[config.mk]
export PLATFORM = sky130hd
export DESIGN_NAME = flip_ctrl
export DESIGN_NICKNAME = d
export VERILOG_FILES = /design/src/rtl/flip_pkg.sv /design/src/rtl/flip_ctrl_rect_flip_mask.sv /design/src/rtl/flip_ctrl.sv
export SDC_FILE = /design/constraint.sdc
export NUM_CORES = 1
export LEC_CHECK = 0
export CAP_MARGIN = 20
export CELL_PAD_IN_SITES_DETAIL_PLACEMENT = 1
export CELL_PAD_IN_SITES_GLOBAL_PLACEMENT = 2
export CORE_ASPECT_RATIO = 1.4
export CORE_MARGIN = 1.5
export CORE_UTILIZATION = 38
export DETAILED_ROUTE_END_ITERATION = 12
export PLACE_DENSITY = 0.91
export SYNTH_ARGS = -nofsm -noshare
export SYNTH_HDL_FRONTEND = slang
export SYNTH_SLANG_ARGS = --single-unit
[constraint.sdc]
create_clock -name clk -period 6.75 [get_ports clk]
set_input_delay 1.6875 -clock clk [delete_from_list [all_inputs] [get_ports clk]]
set_output_delay 1.6875 -clock clk [all_outputs]
set_load 0.005 [all_outputs]
[src/rtl/flip_pkg.sv]
// Shared types for the rectangle-flip controller.
//   ROWS_DEF/COLS_DEF/DEPTH_DEF : default matrix and command-queue geometry
//   coord_t                     : 2-bit row/column coordinate
//   cmd_t                       : queued flip command {r1, r2, c1, c2, last}
//   state_t                     : controller sequencing states
package flip_pkg;

   localparam int unsigned ROWS_DEF  = 4;
   localparam int unsigned COLS_DEF  = 4;
   localparam int unsigned DEPTH_DEF = 4;
   localparam int unsigned COORD_W   = 2;

   typedef logic [COORD_W-1:0] coord_t;

   typedef struct packed {
      coord_t r1;
      coord_t r2;
      coord_t c1;
      coord_t c2;
      logic   last;
   } cmd_t;

   typedef enum logic [1:0] {
      IDLE = 2'd0,
      RUN  = 2'd1,
      DONE = 2'd2
   } state_t;

endpackage

[src/rtl/flip_ctrl_rect_flip_mask.sv]
// Combinational corner mask for one flip command.
//   r1, r2, c1, c2 : rectangle corner coordinates
//   mask           : one bit per corner cell, bit index = c*ROWS + r
//   degenerate     : rectangle collapses to a line or point (no flip applied)
module rect_flip_mask
   import flip_pkg::*;
#(
   parameter int unsigned ROWS = ROWS_DEF,
   parameter int unsigned COLS = COLS_DEF
) (
   input  coord_t                 r1,
   input  coord_t                 r2,
   input  coord_t                 c1,
   input  coord_t                 c2,
   output logic [ROWS*COLS-1:0]   mask,
   output logic                   degenerate
);

   logic [ROWS-1:0] row_hit;
   logic [COLS-1:0] col_hit;

   // A cell is a corner exactly when its row is r1/r2 and its column is c1/c2.
   for (genvar r = 0; r < ROWS; r++) begin : g_row
      assign row_hit[r] = (32'(r1) == 32'(r)) || (32'(r2) == 32'(r));
   end

   for (genvar c = 0; c < COLS; c++) begin : g_col
      assign col_hit[c] = (32'(c1) == 32'(c)) || (32'(c2) == 32'(c));
   end

   for (genvar c = 0; c < COLS; c++) begin : g_mc
      for (genvar r = 0; r < ROWS; r++) begin : g_mr
         assign mask[c*ROWS + r] = row_hit[r] & col_hit[c];
      end
   end

   assign degenerate = (r1 == r2) || (c1 == c2);

endmodule

[src/rtl/flip_ctrl.sv]
// Rectangle-flip controller: loads a bit matrix, then applies queued
// corner-flip commands one per cycle until the command marked last.
//   clk, rst            : clock, asynchronous active-high reset
//   load_valid/ready    : initial matrix handshake (ready only in IDLE)
//   load_data           : initial matrix, bit index = c*ROWS + r
//   cmd_valid/ready     : command push handshake into the FIFO
//   cmd_r1..cmd_c2      : rectangle coordinates; cmd_last ends the sequence
//   hold                : stalls FIFO pops while high
//   m_out               : current matrix
//   busy, done          : RUN indicator, one-cycle end-of-sequence pulse
//   flip_count          : applied commands (saturating)
//   skip_count          : degenerate commands skipped (saturating)
module flip_ctrl
   import flip_pkg::*;
#(
   parameter int unsigned ROWS  = ROWS_DEF,
   parameter int unsigned COLS  = COLS_DEF,
   parameter int unsigned DEPTH = DEPTH_DEF
) (
   input  logic                 clk,
   input  logic                 rst,
   input  logic                 load_valid,
   input  logic [ROWS*COLS-1:0] load_data,
   output logic                 load_ready,
   input  logic                 cmd_valid,
   input  coord_t               cmd_r1,
   input  coord_t               cmd_r2,
   input  coord_t               cmd_c1,
   input  coord_t               cmd_c2,
   input  logic                 cmd_last,
   output logic                 cmd_ready,
   input  logic                 hold,
   output logic [ROWS*COLS-1:0] m_out,
   output logic                 busy,
   output logic                 done,
   output logic [7:0]           flip_count,
   output logic [7:0]           skip_count
);

   localparam int unsigned N     = ROWS * COLS;
   localparam int unsigned PTR_W = (DEPTH > 1) ? $clog2(DEPTH) : 1;
   localparam int unsigned CNT_W = PTR_W + 1;

   state_t             state;
   state_t             state_nxt;
   cmd_t               mem [DEPTH];
   cmd_t               in_cmd;
   cmd_t               head;
   logic [PTR_W-1:0]   wr_ptr;
   logic [PTR_W-1:0]   rd_ptr;
   logic [CNT_W-1:0]   count;
   logic [CNT_W-1:0]   count_nxt;
   logic               push;
   logic               pop;
   logic               load_hs;
   logic               ready_nxt;
   logic [N-1:0]       mask;
   logic               degen;

   assign in_cmd = '{r1: cmd_r1, r2: cmd_r2, c1: cmd_c1, c2: cmd_c2, last: cmd_last};
   assign head   = mem[rd_ptr];
   assign push   = cmd_valid && cmd_ready;

   rect_flip_mask #(.ROWS(ROWS), .COLS(COLS)) u_mask (
      .r1         (head.r1),
      .r2         (head.r2),
      .c1         (head.c1),
      .c2         (head.c2),
      .mask       (mask),
      .degenerate (degen)
   );

   // State register.
   always_ff @(posedge clk or posedge rst) begin
      if (rst) state <= IDLE;
      else     state <= state_nxt;
   end

   // Next state, load/pop strobes and next FIFO occupancy.
   always_comb begin
      state_nxt = state;
      load_hs   = 1'b0;
      pop       = 1'b0;
      count_nxt = count;
      unique case (state)
         IDLE: begin
            if (load_valid && load_ready) begin
               load_hs   = 1'b1;
               state_nxt = RUN;
            end
         end
         RUN: begin
            if ((count != '0) && !hold) begin
               pop = 1'b1;
               if (head.last) state_nxt = DONE;
            end
         end
         DONE:    state_nxt = IDLE;
         default: state_nxt = IDLE;
      endcase

      unique case ({push, pop})
         2'b10:   count_nxt = count + CNT_W'(1);
         2'b01:   count_nxt = count - CNT_W'(1);
         default: count_nxt = count;
      endcase
      // Leftover commands are flushed on the way back to IDLE.
      if (state == DONE) count_nxt = '0;

      ready_nxt = (state_nxt != DONE) && (count_nxt != CNT_W'(DEPTH));
   end

   // FIFO pointers and occupancy.
   always_ff @(posedge clk or posedge rst) begin
      if (rst) begin
         wr_ptr <= '0;
         rd_ptr <= '0;
         count  <= '0;
      end else begin
         count <= count_nxt;
         if (state == DONE) begin
            wr_ptr <= '0;
            rd_ptr <= '0;
         end else begin
            if (push) wr_ptr <= wr_ptr + PTR_W'(1);
            if (pop)  rd_ptr <= rd_ptr + PTR_W'(1);
         end
      end
   end

   // FIFO storage.
   always_ff @(posedge clk) begin
      if (push) mem[wr_ptr] <= in_cmd;
   end

   // Status outputs, registered from the next-state decode.
   always_ff @(posedge clk or posedge rst) begin
      if (rst) begin
         load_ready <= 1'b1;
         cmd_ready  <= 1'b1;
         busy       <= 1'b0;
         done       <= 1'b0;
      end else begin
         load_ready <= (state_nxt == IDLE);
         cmd_ready  <= ready_nxt;
         busy       <= (state_nxt == RUN);
         done       <= (state_nxt == DONE);
      end
   end

   // Matrix and saturating counters.
   always_ff @(posedge clk or posedge rst) begin
      if (rst) begin
         m_out      <= '0;
         flip_count <= '0;
         skip_count <= '0;
      end else if (load_hs) begin
         m_out      <= load_data;
         flip_count <= '0;
         skip_count <= '0;
      end else if (pop) begin
         if (degen) begin
            if (skip_count != 8'hFF) skip_count <= skip_count + 8'd1;
         end else begin
            m_out <= m_out ^ mask;
            if (flip_count != 8'hFF) flip_count <= flip_count + 8'd1;
         end
      end
   end

endmodule

### After elaboration in Yosys (flattened, before gate mapping)

Memory sizes are Yosys's and may differ from the RTL's.
Index checks and enable logic that the tools add are counted.

* bits of input ports: 30
* bits in read-only memories: 0
* RAM bits: 36
* memories: 1
* register bits: 45
* logic and storage cells: 117
* output and inout port bits: 36
* bits in latches: 0

Memory list
* mem: words 4, bits a word 9, rd ports 1, clocked after memory_dff 0, wr ports 1, line flip_ctrl.sv:46 `cmd_t mem [DEPTH];`

* multiplexer cells: 27
* reduce and logical (&&, ||, !) cells: 30
* shift operators: 0
* magnitude comparators: 0
* div/mod/pow operators: 0
* equality and inequality tests: 25
* bitwise logic cells: 17
* $add $sub $neg: 6
* multipliers: 0

Operators with widths (count)
* $mux 8: 8
* $mux 16: 3
* $eq 2x2->1 const B: 11
* $add 8x1->8 const B: 2
* $and 1x1->1: 16
* $ne 8x8->1 const B: 2
* $xor 16x16->16: 1
* $eq 2x1->1 const B: 7
* $mux 2: 7
* $logic_not 2->1: 6
* $reduce_bool 2->1: 6
* $logic_or 1x1->1: 9
* $mux 1: 6
* $pmux 3 s2: 1
* $reduce_and 3->1: 2
* $add 2x1->2 const B: 2
* $eq 2x2->1: 2
* $logic_and 1x1->1: 4
* $ne 2x2->1 const B: 2
* $pmux 2 s2: 1
* $add 3x1->3 const B: 1
* $mux 3: 1
* $ne 3x3->1 const B: 1
* $reduce_bool 3->1: 1
* other kinds (3): 3

### Logic depth before layout (Yosys ltp)

Gate-level depths: netlist of the first run.

* depth in word-level cells: 9
* depth in mapped cells: 13
* gate-level depth less buffers: 12

### By module

A second synthesis of the first run with hierarchy kept.

* cell total of the unflattened synthesis: 328
* area, all modules: 3837.4 um2

By module, submodules not included
* flip_ctrl: times used 1, cells each 295, area an instance 3628.5 um2, sequential area each 2209.6 um2
* rect_flip_mask: times used 1, cells each 33, area an instance 209.0 um2, sequential area each 0.0 um2

### Least setup slack after synthesis of the first run

OpenSTA, ideal clock, no wires.

* path kind: input -> register
* start: in hold
* end: reg cmd_ready
* library setup time: 0.084 ns
* slack: 3.165 ns
* stages on the path: 11
* data required time: 6.666 ns
* buffers on the path: 1
* data arrival time: 3.501 ns
* cell sequence: nor2_1 -> nand2_1 -> inv_1 -> clkbuf_1 -> ha_1 -> inv_1 -> fa_1 -> xor2_1 -> or3_1 -> a21oi_1 -> a21oi_1

* word-level cells in the longest chain between the ends: 9
* elaborated cells on any way between the ends: 13
* those cells by class: eq/ne: 4; mux: 6; reduce/logical: 3

RTL lines
* start: declaration: line flip_ctrl.sv:32 `input logic hold,`
* $logic_not 1->1 *: line flip_ctrl.sv:93 `if ((count != '0) && !hold) begin`
* $logic_and 1x1->1 *: line flip_ctrl.sv:93
* $mux 1 *: line flip_ctrl.sv:93
* $mux 1 *: line flip_ctrl.sv:85 `unique case (state)`
* $eq 2x1->1 or $eq 2x2->1 (tied branches): line flip_ctrl.sv:102 `unique case ({push, pop})`
* $pmux 3 s2 *: line flip_ctrl.sv:102
* $mux 3 *: line flip_ctrl.sv:108 `if (state == DONE) count_nxt = '0;`
* named net count_nxt[2]: line flip_ctrl.sv:52 `logic [CNT_W-1:0] count_nxt;`
* $ne 3x3->1 *: line flip_ctrl.sv:110 `ready_nxt = (state_nxt != DONE) && (count_nxt != CNT_W'(DEPTH));`
* $logic_and 1x1->1 *: line flip_ctrl.sv:110
* named net ready_nxt: line flip_ctrl.sv:56 `logic ready_nxt;`
* end signal: assignment: line flip_ctrl.sv:145 `cmd_ready <= ready_nxt;`
* end: declaration: line flip_ctrl.sv:31 `output logic cmd_ready,`

Mark *: on every way through the listed nets, which the timed path passes. The rest lies on a longest branch.
A chain may end at the register's enable or synchronous reset.

### Final worst setup path of the first run

Same ends and word-level chain as after synthesis.

==> results of run 1 <==
[worst paths after layout]
kind / startpoint / end / slack (ns) / depth (start not counted)
max: hold / cmd_ready$_DFF_PP1_ / 2.24 / 11
min: m_out[10]$_DFFE_PP0P_ / m_out[10]$_DFFE_PP0P_ / 0.51 / 1
max reg2reg: count[0]$_DFF_PP0_ / cmd_ready$_DFF_PP1_ / 3.38 / 12
min reg2reg: m_out[10]$_DFFE_PP0P_ / m_out[10]$_DFFE_PP0P_ / 0.51 / 1
max in group asynchronous: rst / m_out[5]$_DFFE_PP0P_ / 4.55 / 3
min in group asynchronous: rst / skip_count[0]$_DFFE_PP0P_ / 1.81 / 3
[per-stage QoR]
| stage | setup slack, ns | hold slack (ns) | util [%] |
|---|---|---|---|
| floorplan | 3.16 | 0.471 | - |
| global placement | 2.05 | 0.507 | 47.1 |
| detailed placement | 1.93 | 0.498 | 47.1 |
| CTS | 2.26 | 0.511 | 50.4 |
| global route | 1.99 | 0.532 | 50.9 |
| finish | 2.24 | 0.513 | 50.9 |
[logic make-up after synthesis]
| logic type | after synthesis | synth area share [%] |
|---|---|---|
| mux | 12 | 5.97 |
| fa+ha+maj | 8 | 2.72 |
| compound gates | 53 | 9.70 |
| simple gates | 146 | 19.0 |
| xor+xnor | 19 | 4.20 |
| buf+inv | 23 | 2.56 |
| flops | 81 | 55.8 |
[cells in the mapped netlist (all sizes together) (4+ instances only)]
library cell / n
or4: 13
nand3: 28
clkbuf: 12
a21oi: 12
o31ai: 4
inv: 8
mux4: 9
xnor2: 9
o211ai: 6
and3: 8
xor2: 10
nor2: 21
nand2: 38
nor2b: 7
ha: 7
or3: 5
o21ai: 4
dfrtp: 43
edfxtp: 36
nor3: 4
o311ai: 16
nand2b: 6
nand4: 4
[report_power, final]
group | total (mW) | leakage (nW) | internal, mW | switching (mW)
clock | 0.539 | 0.163 | 0.331 | 0.207
combinational | 0.954 | 0.846 | 0.405 | 0.549
sequential | 0.773 | 0.907 | 0.657 | 0.116
total | 2.27 | 1.92 | 1.39 | 0.873
[area by class of cell]
type                            count  area, µm²  share of cell area, %
Clock buffer                        9        225                   4.43
Multi-Input combinational cell    238       1650                   32.4
Inverter                            8       30.0                  0.590
Sequential cell                    81       2210                   43.4
Tap cell                          135        169                   3.32
Timing Repair Buffer               68        701                   13.8
Clock inverter                      7        106                   2.09
[worst max-delay path, delay by kind of cell]
family	cells	cell delay (ns)
compound gates	2	0.28
xor+xnor	1	0.17
fa+ha+maj	2	0.63
buf+inv	3	1.03
simple gates	3	0.94
[metal layers]
layer  up-vias  track usage (%)  share of wire (%)
li1       1426                -                  -
met1      1514             22.8                 40
met2        61             36.2                 55
met3        13             3.58                3.0
met4         0             7.31                1.8
met5         -                0                  0
[state kept, by name, indices dropped and copies added, names as in the netlist]
| signal | count |
|---|---|
| flip_count | 8 |
| state | 2 |
| count | 3 |
| m_out | 16 |
| busy | 1 |
| cmd_ready | 1 |
| skip_count | 8 |
| done | 1 |
| rd_ptr | 2 |
| load_ready | 1 |
| wr_ptr | 2 |
| mem | 36 |
==> summary.md, run 1 <==
| Metric | Value |
|---|---|
| Achievable Freq | 222 MHz |
| Synth area leader | edfxtp_1 |
| Worst Tran Pin Value | 0.968 ns |
| Ant. Diodes | 0 |
| CTS root buf | clkbuf_16 |
| GP Congestion | 0.781 |
| WL final | 9990 µm |
| Final-report hold violation count | 0 |
| RSZ-0062 raised after global routing | false |
| Initial Util | 39.6% |
| I/O pin total | 66 |
| Post-route clock period utilization | 66.8% |
| Die X | 89.3 µm |
| Count of different cell masters after synthesis | 44 |
| Maximum fanout along the worst path | 29 |
| Layout Skew | 0.00783 ns |
| Critical path class | in -> reg |
| Grt ovf | 0 |
| P&R area growth vs syn | 28.5% |
| Worst-path clk slew | 0.07 ns |
| Post-route ant nets | 0 |
| Max_cap viols | 0 |
| Hold buffers post-CTS | 0 |
| Max-slew headroom | 35.5% |
| Share of the synthesized area in the top cell type | 27.3% |
| Nets@finish | 444 |
| Critical Path Max Stage Delay | 0.51 ns |
| TritonCTS clock tree | done |
| Vias in the first global route | 3,344 |
| Clk_lat worst skew | 0.34 ns |
| Startpoint Class | primary input |
| PostCTS Resize Cnt | 0 |
| Initial antenna violation count | 0 |
| Pwr/cell area | 445 mW/mm² |
| Clk sinks | 81 |
| Clock Path Buffers | 2 |
| CP max stage cell | inv_1 |
| Overall routing resource usage | 19.9% |
| Overall Power | 2.27 mW |
| Non-Filler Instances | 546 |
| Most frequent cells in the layout | clkdlybuf4s50_1 (65), dfrtp_1 (43), nand2_1 (38) |
| 1st-iter DRT viols | 163 |
| EDFF count, synth | 36 |
| Crit path cell chain | clkdlybuf4s50_1 > nor2_1 > nand2_1 > inv_1 > ha_1 > inv_1 > fa_1 > xor2_1 > or3_1 > a21oi_1 > a21oi_1 |
| 1st-pass router iterations | 4 |
| Top area cells in the synthesized netlist | edfxtp_1 (27%), dfrtp_1 (27%), mux4_2 (4.6%) |
| Die extent in y | 124 µm |
| Pleak | 1.92 nW |
| Worst Path Required | 7.01 ns |
| Most common cell after layout, fill and taps aside | clkdlybuf4s50_1 |
| # fillers | 1,084 |
| Min Clock Period, post-route | 4.51 ns |
| Vias/cell | 5.52 |
| Global-route wire length before repair | 16,500 µm |
| Cell Area, Synth | 0.00396 mm² |
| Via count | 3,014 |
| Die area | 0.0110 mm² |
| Post-CTS Repair Setup Buffers | 0 |
| Crit. End Element | flip-flop |
| Row cnt | 43 |
| Cts bufs inserted | 9 |
| Post-Syn Area per Cell | 11.6 µm² |
| Layout cells sized above 1 | 8.27% |
| Worst VDD drop | 0.208 mV |
| Wire per inst | 18.3 µm |
| Top_reg_cell synth | dfrtp_1 |
| Data arrival time of the worst path | 4.77 ns |
| DP Area | 0.00471 mm² |
| Post-Synthesis Cells | 342 |
| Worst hold path type | reg -> reg |
| Max-slew violation count | 0 |
| Drt drc | 0 |
| YS warnings | 0 |
| Total core area | 0.0100 mm² |
| Cells after DPL | 528 |
| Run status | finished clean |
| DP HPWL | 7010 µm |
| I/O Buffers | 65 |
| Part of the Yosys area used for sequential elements | 55.8% |
| Finished Cell Area | 0.00509 mm² |
| Pin count of the biggest net entering global routing | 46 |
| FF+latch count, synth | 81 |
| Setup TNS | 0 ns |
| Syn Nets | 380 |
| # H-tree levels | 3 |
| Final setup violation count | 0 |
| Asr flop ratio synth | 55.6% |
No activity file was read; power rests on OpenSTA's default activity.
==> inputs of run 2 (changes only) <==
Settings changed: CORE_UTILIZATION 38 to 35, PLACE_DENSITY 0.91 to 0.86.
Clock period 6.75 ns to 4.2 ns, I/O delays scaled along.
==> summary.md, run 2 (same netlist as run 1, synthesis figures left out) <==
| Metric | Value |
|---|---|
| Worst Path Required | 4.46 ns (-2.55 ns) |
| TritonCTS clock tree | done |
| Pin count of the biggest net entering global routing | 46 (unchanged) |
| Overall routing resource usage | 18.7% (-1.1 points) |
| I/O Buffers | 65 (unchanged) |
| Min Clock Period, post-route | 3.26 ns |
| Via count | 2,994 (-0.66%) |
| P&R area growth vs syn | 27.8% |
| Max-slew violation count | 0 (unchanged) |
| Global-route wire length before repair | 17,100 µm (+3.4%) |
| Layout cells sized above 1 | 8.50% (+0.22 points) |
| Die X | 92.9 µm (+4.1%) |
| Top Usage Layer GRT | met2 |
| Nets@finish | 446 (+0.45%) |
| Most common cell after layout, fill and taps aside | clkdlybuf4s50_1 |
| Max FFs per register | 36 (unchanged) |
| Grt ovf | 0 (unchanged) |
| Worst reg2reg path depth | 5 (-7) |
| Critical path class | reg -> reg |
| 1st-iter DRT viols | 114 (-30%) |
| Wire per inst | 18.7 µm (+2.1%) |
| Startpoint Class | flip-flop |
| Worst hold path type | reg -> reg |
| CTS root buf | clkbuf_16 |
| Achievable Freq | 307 MHz |
| Worst-path clk slew | 0.06 ns (about the same) |
| # fillers | 1,179 (+8.8%) |
| M2 GR Usage | 34.4% (-1.8 points) |
| Worst VDD drop | 0.292 mV (+40%) |
| Crit. End Element | flip-flop |
| Post-route clock period utilization | 77.6% |
| Most frequent cells in the layout | clkdlybuf4s50_1 (65), dfrtp_1 (43), nand2_1 (38) |
| Post-route ant nets | 0 (unchanged) |
| M3 GR Usage | 3.72% (+0.14 points) |
| Largest regs | mem x36, m_out x16 |
| Max-slew headroom | 36.6% (+1.2 points) |
| Vias in the first global route | 3,315 (-0.87%) |
| DP HPWL | 7190 µm (+2.7%) |
| Initial antenna violation count | 0 (unchanged) |
| Grt met1 use | 21.5% (-1.3 points) |
| Biggest register | mem |
| Cts bufs inserted | 9 (unchanged) |
| Cells after DPL | 537 (+1.7%) |
| GP Congestion | 0.765 (-2.0%) |
| PostCTS Resize Cnt | 0 (unchanged) |
| Clock Path Buffers | 2 (unchanged) |
| # H-tree levels | 3 (unchanged) |
| Die extent in y | 129 µm (+4.1%) |
| Maximum fanout along the worst path | 13 (-55%) |
| Die area | 0.0120 mm² (+8.3%) |
| WL final | 10,300 µm (+3.4%) |
| Data arrival time of the worst path | 3.52 ns (-1.25 ns) |
| Vias/cell | 5.41 (-1.9%) |
| 1st-pass router iterations | 4 (unchanged) |
| Setup TNS | 0 ns (unchanged) |
| Worst Tran Pin Value | 0.950 ns (-0.0178 ns) |
| Max_cap viols | 0 (unchanged) |
| Final setup violation count | 0 (unchanged) |
| Pwr/cell area | 706 mW/mm² (+59%) |
| Pleak | 1.90 nW (-0.64%) |
| Non-Filler Instances | 553 (+1.3%) |
| Layout Skew | 0.00866 ns (+0.000832 ns) |
| Overall Power | 3.57 mW (+58%) |
| Clk sinks | 81 (unchanged) |
| Hold buffers post-CTS | 0 (unchanged) |
| Total core area | 0.0109 mm² (+9.2%) |
| Ant. Diodes | 0 (unchanged) |
| Post-CTS Repair Setup Buffers | 0 (unchanged) |
| Row cnt | 45 (+4.7%) |
| Final-report hold violation count | 0 (unchanged) |
| Initial Util | 36.2% (-3.3 points) |
| RSZ-0062 raised after global routing | false |
| Hold depth | 1 (unchanged) |
| Clk_lat worst skew | 0.35 ns (about the same) |
| I/O pin total | 66 (unchanged) |
| Drt drc | 0 (unchanged) |
| Run status | finished clean |
-- run 2: cell types whose count changed in the layout (fill, tap and decap cells not counted), sizes merged --
cell and change:
inv -2, buf +2, clkinv +2, bufinv -1
-- run 2: layer usage --
layer | vias up | part of all wire, %
met5 | - | 0
met4 | 0 | 1.7
met3 | 13 | 2.9
met2 | 48 | 55
met1 | 1512 | 41
li1 | 1421 | -
-- run 2: worst paths after layout --
path                                      startpoint                        end  slack, ns
setup / recovery               rd_ptr[0]$_DFFE_PP0P_  flip_count[7]$_DFFE_PP0P_       0.94
hold / removal             skip_count[6]$_DFFE_PP0P_  skip_count[6]$_DFFE_PP0P_       0.51
setup reg to reg               rd_ptr[0]$_DFFE_PP0P_  flip_count[7]$_DFFE_PP0P_       0.94
hold reg to reg            skip_count[6]$_DFFE_PP0P_  skip_count[6]$_DFFE_PP0P_       0.51
max in group asynchronous                        rst        cmd_ready$_DFF_PP1_       2.81
min in group asynchronous                        rst         state[1]$_DFF_PP0_       0.90
-- run 2: metrics by stage --
stage                     setup WS (ns)  util (%)  hold slack [ns]  instance area, µm²
after global routing              0.613      46.3            0.532                5060
final                             0.939      46.3            0.513                5060
after floorplan                    1.25         -            0.471                3960
after detailed placement          0.646      43.4            0.510                4740
after global placement            0.816      43.4            0.504                4740
after CTS                         0.893      46.1            0.521                5040
-- run 2: where the power goes --
| part | switching (mW) | total, mW | leakage [nW] | internal (mW) |
|---|---|---|---|---|
| Combinational | 0.888 | 1.53 | 0.853 | 0.644 |
| Clock | 0.331 | 0.791 | 0.143 | 0.460 |
| Sequential | 0.192 | 1.25 | 0.907 | 1.06 |
-- run 2: worst max-delay path, cell delays in order (launching register included) --
cell and delay (ns):
dfrtp_1 0.78, mux4_1 0.75, xor2_1 0.34, o221ai_1 0.49
or4_1 0.64, a21oi_1 0.17
-- run 2: area by class of cell --
cell class                 count  area (µm²)  share of cell area [%]
inverter                       8        30.0                   0.594
clock inverter                 6        68.8                    1.36
clock buffer                   9         225                    4.45
multi-input combinational    238        1650                    32.6
timing repair buffer          70         701                    13.9
tap                          141         176                    3.49
sequential                    81        2210                    43.7
==> inputs of run 3 (changes only) <==
Clock period 4.2 ns to 3.15 ns, I/O delays scaled along.
==> summary.md, run 3 (same netlist as run 1, synthesis figures left out) <==
| Metric | Value |
|---|---|
| Wire per inst | 17.8 µm (-4.5%) |
| Max_cap viols | 0 (unchanged) |
| Nets@finish | 450 (+0.90%) |
| Die extent in y | 129 µm (unchanged) |
| Clock Path Buffers | 2 (unchanged) |
| Crit. End Element | flip-flop |
| Achievable Freq | 367 MHz |
| Hold depth | 1 (unchanged) |
| Layout cells sized above 1 | 9.83% (+1.3 points) |
| Most frequent cells in the layout | clkdlybuf4s50_1 (65), dfrtp_1 (43), nand2_1 (38) |
| Drt drc | 0 (unchanged) |
| RSZ-0062 raised after global routing | false |
| Clk sinks | 81 (unchanged) |
| Max-slew violation count | 0 (unchanged) |
| WL final | 9950 µm (-3.6%) |
| CTS root buf | clkbuf_16 |
| Cts bufs inserted | 9 (unchanged) |
| Critical R2R Capture | skip_count[4]$_DFFE_PP0P_ |
| Pin count of the biggest net entering global routing | 29 (-37%) |
| Post-route ant nets | 0 (unchanged) |
| Initial Util | 36.2% (unchanged) |
| Largest regs | mem x36, m_out x16 |
| Hold buffers post-CTS | 0 (unchanged) |
| Worst reg2reg path depth | 6 (+1) |
| Critical path class | in -> reg |
| Final setup violation count | 0 (unchanged) |
| Overall routing resource usage | 17.9% (-0.84 points) |
| Worst setup margin | 0.429 ns (-0.511 ns) |
| Setup TNS | 0 ns (unchanged) |
| Setup slack, reg-to-reg | 0.48 ns (-0.46 ns) |
| Row cnt | 45 (unchanged) |
| Vias/cell | 5.37 (-0.76%) |
| Grt ovf | 0 (unchanged) |
| P&R area growth vs syn | 28.1% |
| Initial antenna violation count | 0 (unchanged) |
| Min-delay src | skip_count[6]$_DFFE_PP0P_ |
| Dpl ws | 0.0671 ns (-0.579 ns) |
| Worst-path clk slew | 0.06 ns (about the same) |
| Post-route clock period utilization | 86.4% |
| DP HPWL | 7280 µm (+1.3%) |
| Pleak | 1.92 nW (+0.74%) |
| Post-CTS Repair Setup Buffers | 0 (unchanged) |
| Startpoint Class | primary input |
| Min Clock Period, post-route | 2.72 ns |
| Clk_lat worst skew | 0.34 ns (about the same) |
| Worst VDD drop | 0.553 mV (+89%) |
| TritonCTS clock tree | done |
| # fillers | 1,192 (+1.1%) |
| Die X | 92.9 µm (unchanged) |
| Vias in the first global route | 3,158 (-4.7%) |
| Max-slew headroom | 55.6% (+19 points) |
| Die area | 0.0120 mm² (unchanged) |
| Layout Skew | 0.0100 ns (+0.00136 ns) |
| Worst Hold Endpoint | skip_count[6]$_DFFE_PP0P_ |
| R2r startpoint | rd_ptr[0]$_DFFE_PP0P_ |
| 1st-iter DRT viols | 142 (+25%) |
| Total core area | 0.0109 mm² (unchanged) |
| Most common cell after layout, fill and taps aside | clkdlybuf4s50_1 |
| PostCTS Resize Cnt | 0 (unchanged) |
| Max FFs per register | 36 (unchanged) |
| Run status | finished clean |
| Maximum fanout along the worst path | 4 (-9) |
| Worst hold path type | reg -> reg |
| 1st-pass router iterations | 4 (unchanged) |
| I/O Buffers | 65 (unchanged) |
| GP Congestion | 0.800 (+4.6%) |
| Global-route wire length before repair | 16,400 µm (-4.2%) |
| Worst Path Required | 3.41 ns (-1.05 ns) |
| Via count | 2,998 (+0.13%) |
| I/O pin total | 66 (unchanged) |
| Pwr/cell area | 929 mW/mm² (+32%) |
| # H-tree levels | 3 (unchanged) |
| Data arrival time of the worst path | 2.98 ns (-0.54 ns) |
| Worst Tran Pin Value | 0.661 ns (-0.289 ns) |
| Ant. Diodes | 0 (unchanged) |
| Biggest register | mem |
| Final-report hold violation count | 0 (unchanged) |
==> run 3: cell count changes in the layout (fill, tap and decap cells not counted) <==
cell       change
clkinv_4       -1
inv_6          +2
clkinv_1       -1
clkbuf_8       +1
bufinv_16      -1
clkinv_2       +1
buf_12         -1
buf_4          +5
==> run 3: worst max path at each step <==
stage	from	endpoint
after floorplan	hold	cmd_ready$_DFF_PP1_
after global placement	hold	cmd_ready$_DFF_PP1_
after detailed placement	hold	cmd_ready$_DFF_PP1_
after CTS	hold	cmd_ready$_DFF_PP1_
after global routing	hold	cmd_ready$_DFF_PP1_
final	hold	cmd_ready$_DFF_PP1_
==> run 3: metal layers <==
metal	up-vias	global-route usage [%]	wire, µm
met5	-	0	0
met4	0	7.13	207
met3	17	3.49	295
met2	52	31.0	5280
met1	1492	21.8	4180
li1	1437	-	-
==> run 3: cell type report <==
class	count	area [µm²]	area share (%)
Tap cell	141	176	3.48
Timing Repair Buffer	74	718	14.2
Clock buffer	10	239	4.71
Multi-Input combinational cell	238	1650	32.5
Inverter	8	30.0	0.592
Clock inverter	6	48.8	0.962
Sequential cell	81	2210	43.6
==> run 3: power breakdown <==
group / leakage [nW] / switching (mW) / internal (mW)
Sequential: 0.907 / 0.231 / 1.41
Clock: 0.144 / 0.453 / 0.565
Combinational: 0.867 / 1.18 / 0.877
==> run 3: through the flow <==
step	total power [mW]	instance area (µm²)	hold WS [ns]	cells	utilization, %
floorplan	2.95	3960	0.471	342	-
finish	4.71	5070	0.511	558	46.4
detailed placement	3.73	4780	0.502	542	43.8
global placement	3.64	4780	0.489	542	43.8
CTS	4.76	5070	0.510	558	46.4
global route	5.06	5070	0.522	558	46.4
==> run 3: critical path, stage by stage <==
cell and delay (ns):
clkdlybuf4s50_1 0.46, nor2_1 0.18, nand2_1 0.10, inv_1 0.09, ha_1 0.18, inv_1 0.06
fa_1 0.37, xor2_1 0.16, or3_1 0.31, a21oi_1 0.20, a21oi_1 0.09
